<file path="config.mk">
export PLATFORM = sky130hd
export DESIGN_NAME = image_blur_3x3
export DESIGN_NICKNAME = d
export VERILOG_FILES = /design/src/rtl/sift_pkg.sv /design/src/rtl/blur_tap_gen.sv /design/src/rtl/image_blur_3x3.sv
export SDC_FILE = /design/constraint.sdc
export NUM_CORES = 1
export LEC_CHECK = 0
export CORE_ASPECT_RATIO = 1.5
export CORE_MARGIN = 4
export CORE_UTILIZATION = 32
export DETAILED_ROUTE_END_ITERATION = 10
export PLACE_DENSITY = 0.61
export SYNTH_ARGS = -nofsm -noshare
export SYNTH_HDL_FRONTEND = slang
export SYNTH_SLANG_ARGS = --single-unit
export TNS_END_PERCENT = 100
</file>
<file path="constraint.sdc">
create_clock -name clk_in -period 4.3 [get_ports clk_in]
set_input_delay 0.645 -clock clk_in [delete_from_list [all_inputs] [get_ports clk_in]]
set_output_delay 0.645 -clock clk_in [all_outputs]
set_load 0.01 [all_outputs]
</file>
<file path="src/rtl/sift_pkg.sv">
// Shared constants and types for the 3x3 blur engine: BRAM timing,
// kernel weights, normalisation shift and the controller state encoding.
package sift_pkg;

  // Cycles from issuing a source read address to data on ext_pixel_in.
  localparam int BRAM_READ_LATENCY = 2;

  // Kernel sums to 16, so the normalisation is a right shift by 4.
  localparam int KERNEL_SHIFT = 4;
  localparam int KERNEL_TAPS  = 9;

  // Raster-ordered weights, tap 0 in the low 3 bits:
  // [1 2 1; 2 4 2; 1 2 1]
  localparam logic [26:0] KERNEL_WEIGHTS = {
    3'd1, 3'd2, 3'd1,
    3'd2, 3'd4, 3'd2,
    3'd1, 3'd2, 3'd1
  };

  typedef enum logic [2:0] {
    ST_IDLE,
    ST_READ,
    ST_DRAIN,
    ST_WRITE,
    ST_DONE
  } blur_state_t;

  // Weight lookup for a tap index; out-of-range indices weigh nothing.
  function automatic logic [2:0] kernel_weight(input logic [3:0] tap);
    logic [2:0] w;
    w = 3'd0;
    for (int i = 0; i < KERNEL_TAPS; i++) begin
      if (tap == 4'(i)) w = KERNEL_WEIGHTS[i*3 +: 3];
    end
    return w;
  endfunction

endpackage

</file>
<file path="src/rtl/blur_tap_gen.sv">
// Maps the current output pixel and a tap index to the source address of
// that neighbour (edges replicated by clamping) and its kernel weight.
module blur_tap_gen
  import sift_pkg::*;
#(
  parameter int WIDTH  = 32,
  parameter int HEIGHT = 32,
  parameter int XW     = 5,
  parameter int YW     = 5,
  parameter int ADDR_W = 10
) (
  input  logic [XW-1:0]     i_x,
  input  logic [YW-1:0]     i_y,
  input  logic [3:0]        i_tap,
  output logic [ADDR_W-1:0] o_addr,
  output logic [2:0]        o_weight
);

  logic [1:0]    w_row;
  logic [1:0]    w_col;
  logic [XW-1:0] w_cx;
  logic [YW-1:0] w_cy;

  // Split the raster tap index into kernel row/column (0 = -1, 2 = +1).
  always_comb begin
    w_row = 2'd1;
    w_col = 2'd1;
    case (i_tap)
      4'd0: begin w_row = 2'd0; w_col = 2'd0; end
      4'd1: begin w_row = 2'd0; w_col = 2'd1; end
      4'd2: begin w_row = 2'd0; w_col = 2'd2; end
      4'd3: begin w_row = 2'd1; w_col = 2'd0; end
      4'd4: begin w_row = 2'd1; w_col = 2'd1; end
      4'd5: begin w_row = 2'd1; w_col = 2'd2; end
      4'd6: begin w_row = 2'd2; w_col = 2'd0; end
      4'd7: begin w_row = 2'd2; w_col = 2'd1; end
      4'd8: begin w_row = 2'd2; w_col = 2'd2; end
      default: begin w_row = 2'd1; w_col = 2'd1; end
    endcase
  end

  // Neighbour coordinates, clamped to the image so edges replicate.
  always_comb begin
    w_cx = i_x;
    w_cy = i_y;
    if (w_col == 2'd0 && i_x != '0) w_cx = i_x - XW'(1);
    if (w_col == 2'd2 && i_x != XW'(WIDTH - 1)) w_cx = i_x + XW'(1);
    if (w_row == 2'd0 && i_y != '0) w_cy = i_y - YW'(1);
    if (w_row == 2'd2 && i_y != YW'(HEIGHT - 1)) w_cy = i_y + YW'(1);
  end

  assign o_addr   = ADDR_W'(w_cy) * ADDR_W'(WIDTH) + ADDR_W'(w_cx);
  assign o_weight = kernel_weight(i_tap);

endmodule

</file>
<file path="src/rtl/image_blur_3x3.sv">
// 3x3 Gaussian blur engine. For every output pixel it reads the nine
// neighbours from a source BRAM, accumulates them with the kernel weights
// as the data returns, and writes the rounded result to a destination BRAM.
// One output pixel every 12 cycles: 9 reads, 2 drain, 1 write.
module image_blur_3x3
  import sift_pkg::*;
#(
  parameter int BIT_DEPTH = 8,
  parameter int WIDTH     = 32,
  parameter int HEIGHT    = 32
) (
  input  logic                             clk_in,
  input  logic                             rst_in,
  input  logic                             start_in,
  output logic [$clog2(WIDTH*HEIGHT)-1:0]  ext_read_addr,
  output logic                             ext_read_addr_valid,
  input  logic [BIT_DEPTH-1:0]             ext_pixel_in,
  output logic [$clog2(WIDTH*HEIGHT)-1:0]  ext_write_addr,
  output logic                             ext_write_valid,
  output logic [BIT_DEPTH-1:0]             ext_pixel_out,
  output logic                             busy_out,
  output logic                             blur_done
);

  localparam int ADDR_W = $clog2(WIDTH * HEIGHT);
  localparam int XW     = (WIDTH > 1) ? $clog2(WIDTH) : 1;
  localparam int YW     = (HEIGHT > 1) ? $clog2(HEIGHT) : 1;
  localparam int ACC_W  = BIT_DEPTH + 4;
  localparam int LAT    = BRAM_READ_LATENCY;

  blur_state_t       r_state;
  blur_state_t       w_state_next;
  logic [XW-1:0]     r_x;
  logic [YW-1:0]     r_y;
  logic [3:0]        r_tap;        // tap index in READ, drain counter in DRAIN
  logic [ACC_W-1:0]  r_acc;
  logic              r_busy;
  logic              r_blur_done;
  logic [LAT-1:0]    r_vld_pipe;   // tracks which cycles carry tap data
  logic [2:0]        r_wt_pipe [LAT];

  logic [ADDR_W-1:0] w_tap_addr;
  logic [2:0]        w_tap_weight;
  logic              w_read_valid;
  logic              w_write_valid;
  logic              w_last_tap;
  logic              w_last_drain;
  logic              w_last_col;
  logic              w_last_row;
  logic              w_start_ok;

  blur_tap_gen #(
    .WIDTH  (WIDTH),
    .HEIGHT (HEIGHT),
    .XW     (XW),
    .YW     (YW),
    .ADDR_W (ADDR_W)
  ) u_tap_gen (
    .i_x      (r_x),
    .i_y      (r_y),
    .i_tap    (r_tap),
    .o_addr   (w_tap_addr),
    .o_weight (w_tap_weight)
  );

  assign w_read_valid  = (r_state == ST_READ);
  assign w_write_valid = (r_state == ST_WRITE);
  assign w_last_tap    = (r_tap == 4'(KERNEL_TAPS - 1));
  assign w_last_drain  = (r_tap == 4'(LAT - 1));
  assign w_last_col    = (r_x == XW'(WIDTH - 1));
  assign w_last_row    = (r_y == YW'(HEIGHT - 1));
  // A start coinciding with the completion pulse is not a new request.
  assign w_start_ok    = start_in && !r_blur_done;

  // Next-state logic for the per-pixel read/drain/write sequence.
  always_comb begin
    w_state_next = r_state;
    case (r_state)
      ST_IDLE:  if (w_start_ok) w_state_next = ST_READ;
      ST_READ:  if (w_last_tap) w_state_next = ST_DRAIN;
      ST_DRAIN: if (w_last_drain) w_state_next = ST_WRITE;
      ST_WRITE: w_state_next = (w_last_col && w_last_row) ? ST_DONE : ST_READ;
      ST_DONE:  w_state_next = ST_IDLE;
      default:  w_state_next = ST_IDLE;
    endcase
  end

  // State register plus pixel/tap counters and the busy/done flags.
  always_ff @(posedge clk_in or negedge rst_in) begin
    if (!rst_in) begin
      r_state     <= ST_IDLE;
      r_x         <= '0;
      r_y         <= '0;
      r_tap       <= '0;
      r_busy      <= 1'b0;
      r_blur_done <= 1'b0;
    end else begin
      r_state     <= w_state_next;
      r_blur_done <= (r_state == ST_DONE);
      case (r_state)
        ST_IDLE: begin
          if (w_start_ok) begin
            r_x    <= '0;
            r_y    <= '0;
            r_tap  <= '0;
            r_busy <= 1'b1;
          end
        end
        ST_READ:  r_tap <= w_last_tap ? 4'd0 : r_tap + 4'd1;
        ST_DRAIN: r_tap <= w_last_drain ? 4'd0 : r_tap + 4'd1;
        ST_WRITE: begin
          if (w_last_col) begin
            r_x <= '0;
            if (!w_last_row) r_y <= r_y + YW'(1);
          end else begin
            r_x <= r_x + XW'(1);
          end
        end
        ST_DONE:  r_busy <= 1'b0;
        default:  r_busy <= 1'b0;
      endcase
    end
  end

  // First stage of the tap tracker: capture the issued tap's weight.
  always_ff @(posedge clk_in or negedge rst_in) begin
    if (!rst_in) begin
      r_vld_pipe[0] <= 1'b0;
      r_wt_pipe[0]  <= '0;
    end else begin
      r_vld_pipe[0] <= w_read_valid;
      r_wt_pipe[0]  <= w_tap_weight;
    end
  end

  // Remaining tracker stages, so the weight lines up with returning data.
  genvar gi;
  generate
    for (gi = 1; gi < LAT; gi++) begin : g_tap_delay
      always_ff @(posedge clk_in or negedge rst_in) begin
        if (!rst_in) begin
          r_vld_pipe[gi] <= 1'b0;
          r_wt_pipe[gi]  <= '0;
        end else begin
          r_vld_pipe[gi] <= r_vld_pipe[gi-1];
          r_wt_pipe[gi]  <= r_wt_pipe[gi-1];
        end
      end
    end
  endgenerate

  // Weighted accumulation of returning pixels; cleared once the result is written.
  always_ff @(posedge clk_in or negedge rst_in) begin
    if (!rst_in) begin
      r_acc <= '0;
    end else if (w_write_valid) begin
      r_acc <= '0;
    end else if (r_vld_pipe[LAT-1]) begin
      r_acc <= r_acc + ACC_W'(ext_pixel_in) * ACC_W'(r_wt_pipe[LAT-1]);
    end
  end

  assign ext_read_addr_valid = w_read_valid;
  assign ext_read_addr       = w_read_valid ? w_tap_addr : '0;
  assign ext_write_valid     = w_write_valid;
  assign ext_write_addr      = w_write_valid ?
                               (ADDR_W'(r_y) * ADDR_W'(WIDTH) + ADDR_W'(r_x)) : '0;
  // Round to nearest: add half of the divisor, then shift.
  assign ext_pixel_out       = w_write_valid ?
                               BIT_DEPTH'((r_acc + ACC_W'(1 << (KERNEL_SHIFT - 1))) >> KERNEL_SHIFT) : '0;
  assign busy_out            = r_busy;
  assign blur_done           = r_blur_done;

endmodule
</file>
==> results of run 1 <==
-- flip-flops by register name, summed over array words and instances, names as in the netlist --
register / cells
r_vld_pipe: 2
r_state: 3
r_wt_pipe: 6
r_tap: 4
r_acc: 12
busy_out: 1
r_x: 5
blur_done: 1
r_y: 5
-- power by group --
group	leakage, nW	total [W]	internal, W	switching [W]
Clock	0.0868	0.000435	0.000289	0.000147
Combinational	1.28	0.000713	0.000338	0.000375
Sequential	0.477	0.000465	0.000414	0.0000510
-- through the flow --
| stage | hold WS (ns) | cells |
|---|---|---|
| after global routing | 0.360 | 574 |
| after floorplan | 0.331 | 390 |
| after global placement | 0.332 | 566 |
| after CTS | 0.347 | 574 |
| after detailed placement | 0.335 | 566 |
| final | 0.346 | 574 |
-- worst register-to-register path: stages (launching register included) --
cell and delay (ns):
sky130_fd_sc_hd__dfrtp_1 0.48, sky130_fd_sc_hd__nand2_1 0.13, sky130_fd_sc_hd__fa_1 0.52, sky130_fd_sc_hd__fa_1 0.52
sky130_fd_sc_hd__inv_1 0.07, sky130_fd_sc_hd__fa_1 0.45, sky130_fd_sc_hd__a21oi_1 0.20, sky130_fd_sc_hd__o211ai_1 0.20
sky130_fd_sc_hd__a21boi_0 0.24, sky130_fd_sc_hd__mux2i_1 0.20, sky130_fd_sc_hd__nor2_1 0.06
-- how the worst min path moves through the flow --
| stage | start | end | slack (ns) | cells past startpoint |
|---|---|---|---|---|
| after global routing | r_vld_pipe[0]$_DFF_PN0_ | r_vld_pipe[1]$_DFF_PN0_ | 0.36 | 0 |
| after CTS | r_wt_pipe[3]$_DFF_PN0_ | r_wt_pipe[0]$_DFF_PN0_ | 0.35 | 0 |
| final | r_vld_pipe[0]$_DFF_PN0_ | r_vld_pipe[1]$_DFF_PN0_ | 0.35 | 0 |
| after global placement | r_vld_pipe[0]$_DFF_PN0_ | r_vld_pipe[1]$_DFF_PN0_ | 0.33 | 0 |
| after floorplan | r_vld_pipe[0]$_DFF_PN0_ | r_vld_pipe[1]$_DFF_PN0_ | 0.33 | 0 |
| after detailed placement | r_vld_pipe[0]$_DFF_PN0_ | r_vld_pipe[1]$_DFF_PN0_ | 0.33 | 0 |
-- placed cells by master, fill, tap and decap left out, types with 8 or more instances in the layout --
cell | netlist | layout
sky130_fd_sc_hd__inv_1 | 54 | 54
sky130_fd_sc_hd__nand2_1 | 23 | 23
sky130_fd_sc_hd__clkdlybuf4s50_1 | 0 | 41
sky130_fd_sc_hd__nand3_1 | 9 | 9
sky130_fd_sc_hd__a21oi_1 | 20 | 20
sky130_fd_sc_hd__mux2i_1 | 9 | 9
sky130_fd_sc_hd__xor2_1 | 8 | 8
sky130_fd_sc_hd__ha_1 | 25 | 25
sky130_fd_sc_hd__nor2_1 | 35 | 35
sky130_fd_sc_hd__and3_1 | 10 | 10
sky130_fd_sc_hd__and2_1 | 28 | 28
sky130_fd_sc_hd__fa_1 | 15 | 15
sky130_fd_sc_hd__nand2b_1 | 9 | 9
sky130_fd_sc_hd__dfrtp_1 | 39 | 39
sky130_fd_sc_hd__xnor2_1 | 9 | 9
sky130_fd_sc_hd__o21ai_0 | 17 | 17
-- logic make-up after synthesis --
group / count (synthesis)
fa+ha+maj: 40
flops: 39
simple gates: 140
buf+inv: 66
mux: 12
compound gates: 76
xor+xnor: 17
-- layer usage --
layer  track usage (%)  vias to the layer above
met4              3.50                        0
met3              1.89                        2
met1              16.5                     1350
met2              25.7                       48
li1                  -                     1390
met5                 0                        -
-- layout make-up --
cell class	count	area [um^2]
multi-input cells	285	2200
clock buffers	6	139
clock inverters	2	35.0
repair buffers	44	430
inverters	54	203
flip-flops and latches	39	976
well taps	144	180
fillers	1117	6430
==> out/qor.yml, run 1 <==
run_status: "completed"
clock_sinks: 39
arrival_ns: 2.98
syn-mean-instance-area_um2: 8.85
rr_startpoint: "r_wt_pipe[2]$_DFF_PN0_"
crit_chain: "inv_1 > ha_1 > or4b_4 > a31oi_4 > a22oi_1 > xor2_1 > nor2_1 > clkdlybuf4s50_1"
number_of_antenna_violations_at_the_first_check_in_global_routing: 0
net_count_of_the_mapped_netlist: 441
ctsResizeCount: 0
viasPerCell: 4.86
grt_pass1_vias: 3024
post_synth_main_area_contributors: "sky130_fd_sc_hd__dfrtp_1 28%, sky130_fd_sc_hd__ha_1 9.1%, sky130_fd_sc_hd__fa_1 8.7%"
total_number_of_yosys_warnings: 0
wire_length_of_the_first_global_routing_pass_um: 14200
rr_endpoint: "r_acc[9]$_DFFE_PN0P_"
clock_latency_late_sink_ns: 0.28
r2r_slack_ns: 1.11
placement_cell_area_mm2: 0.00399
worst-r2r-cell-count: 10
post_synth_and_or_nand_nor_area_fraction_pct: 22.2
setup-violations-final: 0
timing.critical_path.slowest_stage_cell: "sky130_fd_sc_hd__or4b_4"
fmaxAchievable_mhz: 276
insertedDiodeCount: 0
clkSlewWorstSetupHoldPaths_ns: 0.06
cts_setup_buffers: 0
design.portCount: 43
grtUsageTotal_pct: 13.8
setup_repair_after_global_routing_missed_its_margin: "no"
remaining_drc_errors: 0
synth_top_family_by_area: "simple AND/OR/NAND/NOR gates"
critical_path_s_largest_stage_delay_ns: 0.55
die_x_um: 92.8
grt_max_degree: 40
cp_max_fo: 8
clock-root-buffer: "sky130_fd_sc_hd__clkbuf_16"
synthesis.instances: 390
met2_wirelength_um: 4350
vias: 2790
max-vdd-ir-drop_mv: 0.151
yosys_register_bits: 39
synth_largest_type_area_fraction_pct: 28.3
ys_types: 57
hold_viol: 0
place.gp.congestion: 0.800
initial_utilization_pct: 32.6
powerDensity_mw_per_mm2: 388
drt_iter0_drc: 112
critPathKind: "register to output port"
numCtsBuffers: 5
layout_worst_path_cycle_share_pct: 84.3
static-leakage-power_nw: 1.84
die_height_um: 135
synth-adder-area-share_pct: 17.8
synth_xor_xnor_area_share_pct: 4.31
synth.top_cells.by_count: "54 x sky130_fd_sc_hd__inv_1, 39 x sky130_fd_sc_hd__dfrtp_1, 35 x sky130_fd_sc_hd__nor2_1"
top_layer_used: "met4"
routedWlPerCell_um: 14.1
floorplan.core_area_mm2: 0.0106
synth-compound-area-share_pct: 15.9
grt.overflow.total: 0
cp_num_buf_inv: 2
dp_hpwl_um: 6090
drt-pass1-iter-count: 4
fin_worst_skew_ns: 0.00575
setup.worst_path.start_class: "register"
placementRows: 46
syn_area_mm2: 0.00345
fin_setup_tns_ns: 0
cts.path.max_buffers: 2
nNetsFinal: 480
finalCriticalPeriod_ns: 3.62
post_route_cells_drive_above_1_share_pct: 6.05
cts-htree-levels: 2
fin_util_pct: 39.3
synth-seq-area-share_pct: 28.3
setup_slack_ns: 0.675
wirelength_um: 8120
finish.instance_area_mm2: 0.00416
tritoncts_clock_tree: "done"
worst_setup_path_startpoint: "r_tap[1]$_DFFE_PN0P_"
slew_headroom_pct: 39.2
synthMuxAreaShare_pct: 3.59
crit_required_ns: 3.65
cp-endpoint: "ext_read_addr[2]"
timing_max_transition_violations_final: 0
post-synth-top-count-cell: "sky130_fd_sc_hd__inv_1"
cts_hold_buffers: 0
critical_path_end_type: "output port"
crit_cells: 8
tightestPinTransition_ns: 0.911
portBuffers: 42
synth-async-reset-ratio_pct: 100
synth_edf_count: 0
critical-path-top-delay-family: "buffers and inverters"
drv.max_cap_violation_count: 0
floorplan.die_area_mm2: 0.0126
synth_area_leader_cell: "sky130_fd_sc_hd__dfrtp_1"
antenna_nets_post_route: 0
syn_to_final_growth_pct: 20.6
report.power.total_w: 0.00161
hold_path.class: "register to register"
met1_length_um: 3510
dp_slack_ns: 0.449
postSynth.topFlopCell: "sky130_fd_sc_hd__dfrtp_1"
route.met3.wl_um: 217
Note: power is estimated with default switching activity, not from simulation.
==> run 2, diff against run 1 <==
clock period = 3.4 ns   (was 4.3 ns; I/O delays follow)
==> run 2 against run 1 <==
  * Via count is 2.9% higher
  * Die area stayed put
  * Cell count is 2.8% higher
  * Critical path type unchanged
  * Critical endpoint unchanged
  * Largest cell class unchanged
  * Largest power group unchanged
==> out/qor.yml, run 2 (same netlist as run 1, synthesis figures left out) <==
number_of_antenna_violations_at_the_first_check_in_global_routing: 0
grtUsageTotal_pct: 13.9
clock_latency_late_sink_ns: 0.28
antenna_nets_post_route: 0
clock_sinks: 39
floorplan.core_area_mm2: 0.0106
wire_length_of_the_first_global_routing_pass_um: 14200
hold_path.class: "register to register"
crit_chain: "inv_1 > ha_1 > or4b_4 > a31oi_4 > a22oi_1 > xor2_1 > nor2_1 > clkdlybuf4s50_1"
cp_num_buf_inv: 2
numCtsBuffers: 5
critical_path_end_type: "output port"
setup_slack_ns: 0.118
crit_required_ns: 2.89
grt_max_degree: 40
fin_worst_skew_ns: 0.00545
r2r_slack_ns: 0.32
clock-root-buffer: "sky130_fd_sc_hd__clkbuf_16"
largest_register_ffs: 12
place.gp.congestion: 0.844
design.portCount: 43
clkSlewWorstSetupHoldPaths_ns: 0.06
dp_slack_ns: -0.340
syn_to_final_growth_pct: 25.3
timing.critical_path.slowest_stage_cell: "sky130_fd_sc_hd__clkdlybuf4s50_1"
static-leakage-power_nw: 1.92
layout_commonest_cell: "sky130_fd_sc_hd__inv_1"
routedWlPerCell_um: 13.9
timing_max_transition_violations_final: 0
arrival_ns: 2.77
setup-violations-final: 0
fmaxAchievable_mhz: 305
hold_viol: 0
tightestPinTransition_ns: 0.925
grt_pass1_vias: 3028
wirelength_um: 8220
layout_worst_path_cycle_share_pct: 96.5
remaining_drc_errors: 0
viasPerCell: 4.87
slew_headroom_pct: 38.4
insertedDiodeCount: 0
seqCellArea_um2: 977
run_status: "completed"
powerDensity_mw_per_mm2: 487
die_x_um: 92.8
multi_input_comb_area_mm2: 0.00227
drv.max_cap_violation_count: 0
finish.instance_area_mm2: 0.00433
finalCriticalPeriod_ns: 3.28
nNetsFinal: 496
placement_cell_area_mm2: 0.00408
critical_path_s_largest_stage_delay_ns: 0.54
floorplan.die_area_mm2: 0.0126
post_route_cells_drive_above_1_share_pct: 12.1
placementRows: 46
top_register: "r_acc"
critical-path-top-delay-family: "buffers and inverters"
layout.cells.most_common_list: "53 x sky130_fd_sc_hd__inv_1, 40 x sky130_fd_sc_hd__clkdlybuf4s50_1, 38 x sky130_fd_sc_hd__dfrtp_1"
setup_repair_after_global_routing_missed_its_margin: "no"
dp_hpwl_um: 6250
die_height_um: 135
drt-pass1-iter-count: 4
layout_top_registers: "r_acc x12, r_wt_pipe x6"
critPathKind: "register to output port"
portBuffers: 42
cp_max_fo: 6
max-vdd-ir-drop_mv: 0.183
initial_utilization_pct: 32.6
drt_iter0_drc: 49
vias: 2871
n_fill_cell: 1145
cts-htree-levels: 2
grt.overflow.total: 0
timing.hold.ws_ns: 0.346
setup.worst_path.start_class: "register"
cts.path.max_buffers: 2
tritoncts_clock_tree: "done"
-- run 2: cell types whose count changed in the layout (fill, tap and decap cells not counted), moves of 2 or more --
cell                       before  now
sky130_fd_sc_hd__ha_1          25   20
sky130_fd_sc_hd__a22oi_2        0    2
sky130_fd_sc_hd__clkinv_2       1    3
sky130_fd_sc_hd__a22oi_1        6    4
sky130_fd_sc_hd__ha_4           0    4
sky130_fd_sc_hd__buf_4          2   18
-- run 2: final cells by class --
cell class | instances | share of cell area [%]
clock inverter | 3 | 0.347
multi-input combinational | 285 | 52.5
inverter | 54 | 4.69
tap | 144 | 4.17
clock buffer | 5 | 2.89
timing repair buffer | 60 | 12.8
sequential | 39 | 22.6
-- run 2: per-stage QoR --
| step | TNS, ns | power (W) | instances | util, % |
|---|---|---|---|---|
| 6_report | 0 | 0.00211 | 590 | 40.8 |
| 5_1_grt | 0 | 0.00229 | 590 | 40.8 |
| 4_1_cts | 0 | 0.00208 | 586 | 39.9 |
| 3_5_place_dp | -1.22 | 0.00160 | 578 | 38.5 |
| 3_3_place_gp | -0.871 | 0.00159 | 578 | 38.5 |
| 2_1_floorplan | 0 | 0.00119 | 390 | - |
-- run 2: worst register-to-register path, cell delays in order (launching register included) --
cell and delay (ns):
sky130_fd_sc_hd__dfrtp_1 0.49, sky130_fd_sc_hd__and2_4 0.20, sky130_fd_sc_hd__fa_1 0.54, sky130_fd_sc_hd__inv_1 0.06, sky130_fd_sc_hd__fa_1 0.51, sky130_fd_sc_hd__inv_1 0.07
sky130_fd_sc_hd__ha_4 0.24, sky130_fd_sc_hd__buf_4 0.14, sky130_fd_sc_hd__nand3_1 0.07, sky130_fd_sc_hd__nor2_1 0.07, sky130_fd_sc_hd__o211ai_1 0.23, sky130_fd_sc_hd__mux2_2 0.36
sky130_fd_sc_hd__nand2_1 0.05
-- run 2: timing repair --
action / in CTS / in global routing
pin swaps: 1 / 10
buffers inserted: 0 / 4
setup endpoints to repair: 2 / 8
hold buffers: 0 / 0
resized for setup: 2 / 13
-- run 2: power by group --
group | internal (W) | total (W) | switching (W)
Clock | 0.000268 | 0.000452 | 0.000184
Combinational | 0.000545 | 0.00107 | 0.000521
Sequential | 0.000524 | 0.000588 | 0.0000636
Total | 0.00134 | 0.00211 | 0.000769
-- run 2: routing by layer --
layer  vias to the layer above  global-route usage [%]  wire [um]
met2                        38                    25.9       4380
met1                      1402                    16.1       3500
met3                        13                    1.61        175
met5                         -                       0          0
met4                         0                    5.30        167
li1                       1418                       -          -
-- run 2: worst paths after layout --
check,from,to,cells past startpoint
min in group asynchronous,rst_in,r_x[1]$_DFFE_PN0P_,1
worst max register to register,r_wt_pipe[2]$_DFF_PN0_,r_acc[8]$_DFFE_PN0P_,12
worst min-delay path,r_wt_pipe[4]$_DFF_PN0_,r_wt_pipe[1]$_DFF_PN0_,0
max in group asynchronous,rst_in,r_tap[0]$_DFFE_PN0P_,1
worst min register to register,r_wt_pipe[4]$_DFF_PN0_,r_wt_pipe[1]$_DFF_PN0_,0
worst max-delay path,r_tap[1]$_DFFE_PN0P_,ext_read_addr[2],8
==> run 3, diff against run 2 <==
MAX_ROUTING_LAYER = met4   (was not set)
SKIP_CTS_REPAIR_TIMING = 1   (was not set)
==> run 3 against run 2 <==
  * Critical path depth rose by 5
  * Register-to-register slack worse by 0.04 ns
  * First-iteration DRC count decreased by 16%
  * Fmax is 0.51% higher
  * Sequential share of layout area up 0.056 points
  * Clock skew is 0.00079 ns higher
==> out/qor.yml, run 3 (same netlist as run 1, synthesis figures left out) <==
cp_max_fo: 4
clock_latency_late_sink_ns: 0.28
rr_startpoint: "r_wt_pipe[2]$_DFF_PN0_"
floorplan.core_area_mm2: 0.0106
report.power.total_w: 0.00209
dp_slack_ns: -0.340
routedWlPerCell_um: 13.8
critical_path_end_type: "register"
top_register: "r_acc"
cp_num_buf_inv: 4
tightestPinTransition_ns: 0.921
drt_iter0_drc: 41
crit_cells: 13
arrival_ns: 3.43
worst-r2r-cell-count: 12
dp_hpwl_um: 6250
fin_setup_tns_ns: 0
clock_sinks: 39
hold_viol: 0
cts-htree-levels: 2
antenna_nets_post_route: 0
rr_endpoint: "r_acc[9]$_DFFE_PN0P_"
cp-endpoint: "r_acc[9]$_DFFE_PN0P_"
max-vdd-ir-drop_mv: 0.184
drv.max_cap_violation_count: 0
setup_slack_ns: 0.135
timing_max_transition_violations_final: 0
layout_worst_path_cycle_share_pct: 96.0
placement_cell_area_mm2: 0.00408
critical_path_s_largest_stage_delay_ns: 0.54
crit_chain: "clkdlybuf4s50_1 > and2_1 > fa_1 > inv_1 > fa_1 > inv_1 > ha_1 > a21oi_1 > o211ai_1 > buf_4 > a21boi_1 > mux2i_1 > nor2_1"
die_height_um: 135
tritoncts_clock_tree: "done"
setup.worst_path.start_class: "input pin"
clock-root-buffer: "sky130_fd_sc_hd__clkbuf_16"
hold_path.class: "register to register"
worst_setup_path_startpoint: "ext_pixel_in[4]"
floorplan.die_area_mm2: 0.0126
setup-violations-final: 0
wire_length_of_the_first_global_routing_pass_um: 14200
initial_utilization_pct: 32.6
critical-path-top-delay-family: "adder cells"
grt.overflow.total: 0
portBuffers: 42
syn_to_final_growth_pct: 24.8
r2r_slack_ns: 0.28
insertedDiodeCount: 0
static-leakage-power_nw: 1.93
layout_commonest_cell: "sky130_fd_sc_hd__inv_1"
finish.instance_area_mm2: 0.00431
clkSlewWorstSetupHoldPaths_ns: 0.06
die_x_um: 92.8
number_of_antenna_violations_at_the_first_check_in_global_routing: 0
timing.hold.ws_ns: 0.346
layout.cells.most_common_list: "53 x sky130_fd_sc_hd__inv_1, 40 x sky130_fd_sc_hd__clkdlybuf4s50_1, 39 x sky130_fd_sc_hd__dfrtp_1"
remaining_drc_errors: 0
design.portCount: 43
place.gp.congestion: 0.857
finalCriticalPeriod_ns: 3.27
setup_repair_after_global_routing_missed_its_margin: "no"
wirelength_um: 8180
grt_max_degree: 40
slew_headroom_pct: 38.6
post_route_cells_drive_above_1_share_pct: 11.9
crit_required_ns: 3.57
viasPerCell: 4.87
hold_depth: 0
grtUsageTotal_pct: 14.3
layout_top_registers: "r_acc x12, r_wt_pipe x6"
placementRows: 46
largest_register_ffs: 12
fin_worst_skew_ns: 0.00624
powerDensity_mw_per_mm2: 484
timing.critical_path.slowest_stage_cell: "sky130_fd_sc_hd__fa_1"
run_status: "completed"
cts.path.max_buffers: 2
grt_pass1_vias: 3031
numCtsBuffers: 5
nNetsFinal: 497
critPathKind: "input pin to register"
drt-pass1-iter-count: 4
fmaxAchievable_mhz: 306
vias: 2877
run 3: cell types whose count changed in the layout (fill, tap and decap cells not counted), sizes merged:
cell	before	now
buf	19	20
run 3: per-layer routing:
layer | routed length (um) | global-route usage [%]
met5 | 0 | -
met4 | 171 | 5.30
met3 | 200 | 1.61
met2 | 4340 | 25.9
met1 | 3470 | 16.1
run 3: area by class of cell:
type	instances	area, um^2
clock inverter	3	15.0
fill	1146	6280
timing repair buffer	61	561
multi-input combinational	285	2250
tap	144	180
inverter	54	203
clock buffer	5	125
sequential	39	976
run 3: metrics by stage:
step | cells | util, %
2_1_floorplan | 390 | -
3_3_place_gp | 578 | 38.5
3_5_place_dp | 578 | 38.5
4_1_cts | 586 | 39.9
5_1_grt | 591 | 40.7
6_report | 591 | 40.7
run 3: worst min path at each step:
stage | start | to | slack [ns]
finish | r_wt_pipe[4]$_DFF_PN0_ | r_wt_pipe[1]$_DFF_PN0_ | 0.35
detailed placement | r_wt_pipe[4]$_DFF_PN0_ | r_wt_pipe[1]$_DFF_PN0_ | 0.33
CTS | r_wt_pipe[4]$_DFF_PN0_ | r_wt_pipe[1]$_DFF_PN0_ | 0.35
global placement | r_vld_pipe[0]$_DFF_PN0_ | r_vld_pipe[1]$_DFF_PN0_ | 0.33
floorplan | rst_in | blur_done$_DFF_PN0_ | 0.21
global route | r_wt_pipe[3]$_DFF_PN0_ | r_wt_pipe[0]$_DFF_PN0_ | 0.35
run 3: power breakdown:
part | leakage, nW | switching, W | internal (W)
clock | 0.0733 | 0.000183 | 0.000268
combinational | 1.38 | 0.000512 | 0.000535
sequential | 0.477 | 0.0000630 | 0.000524
total | 1.93 | 0.000758 | 0.00133
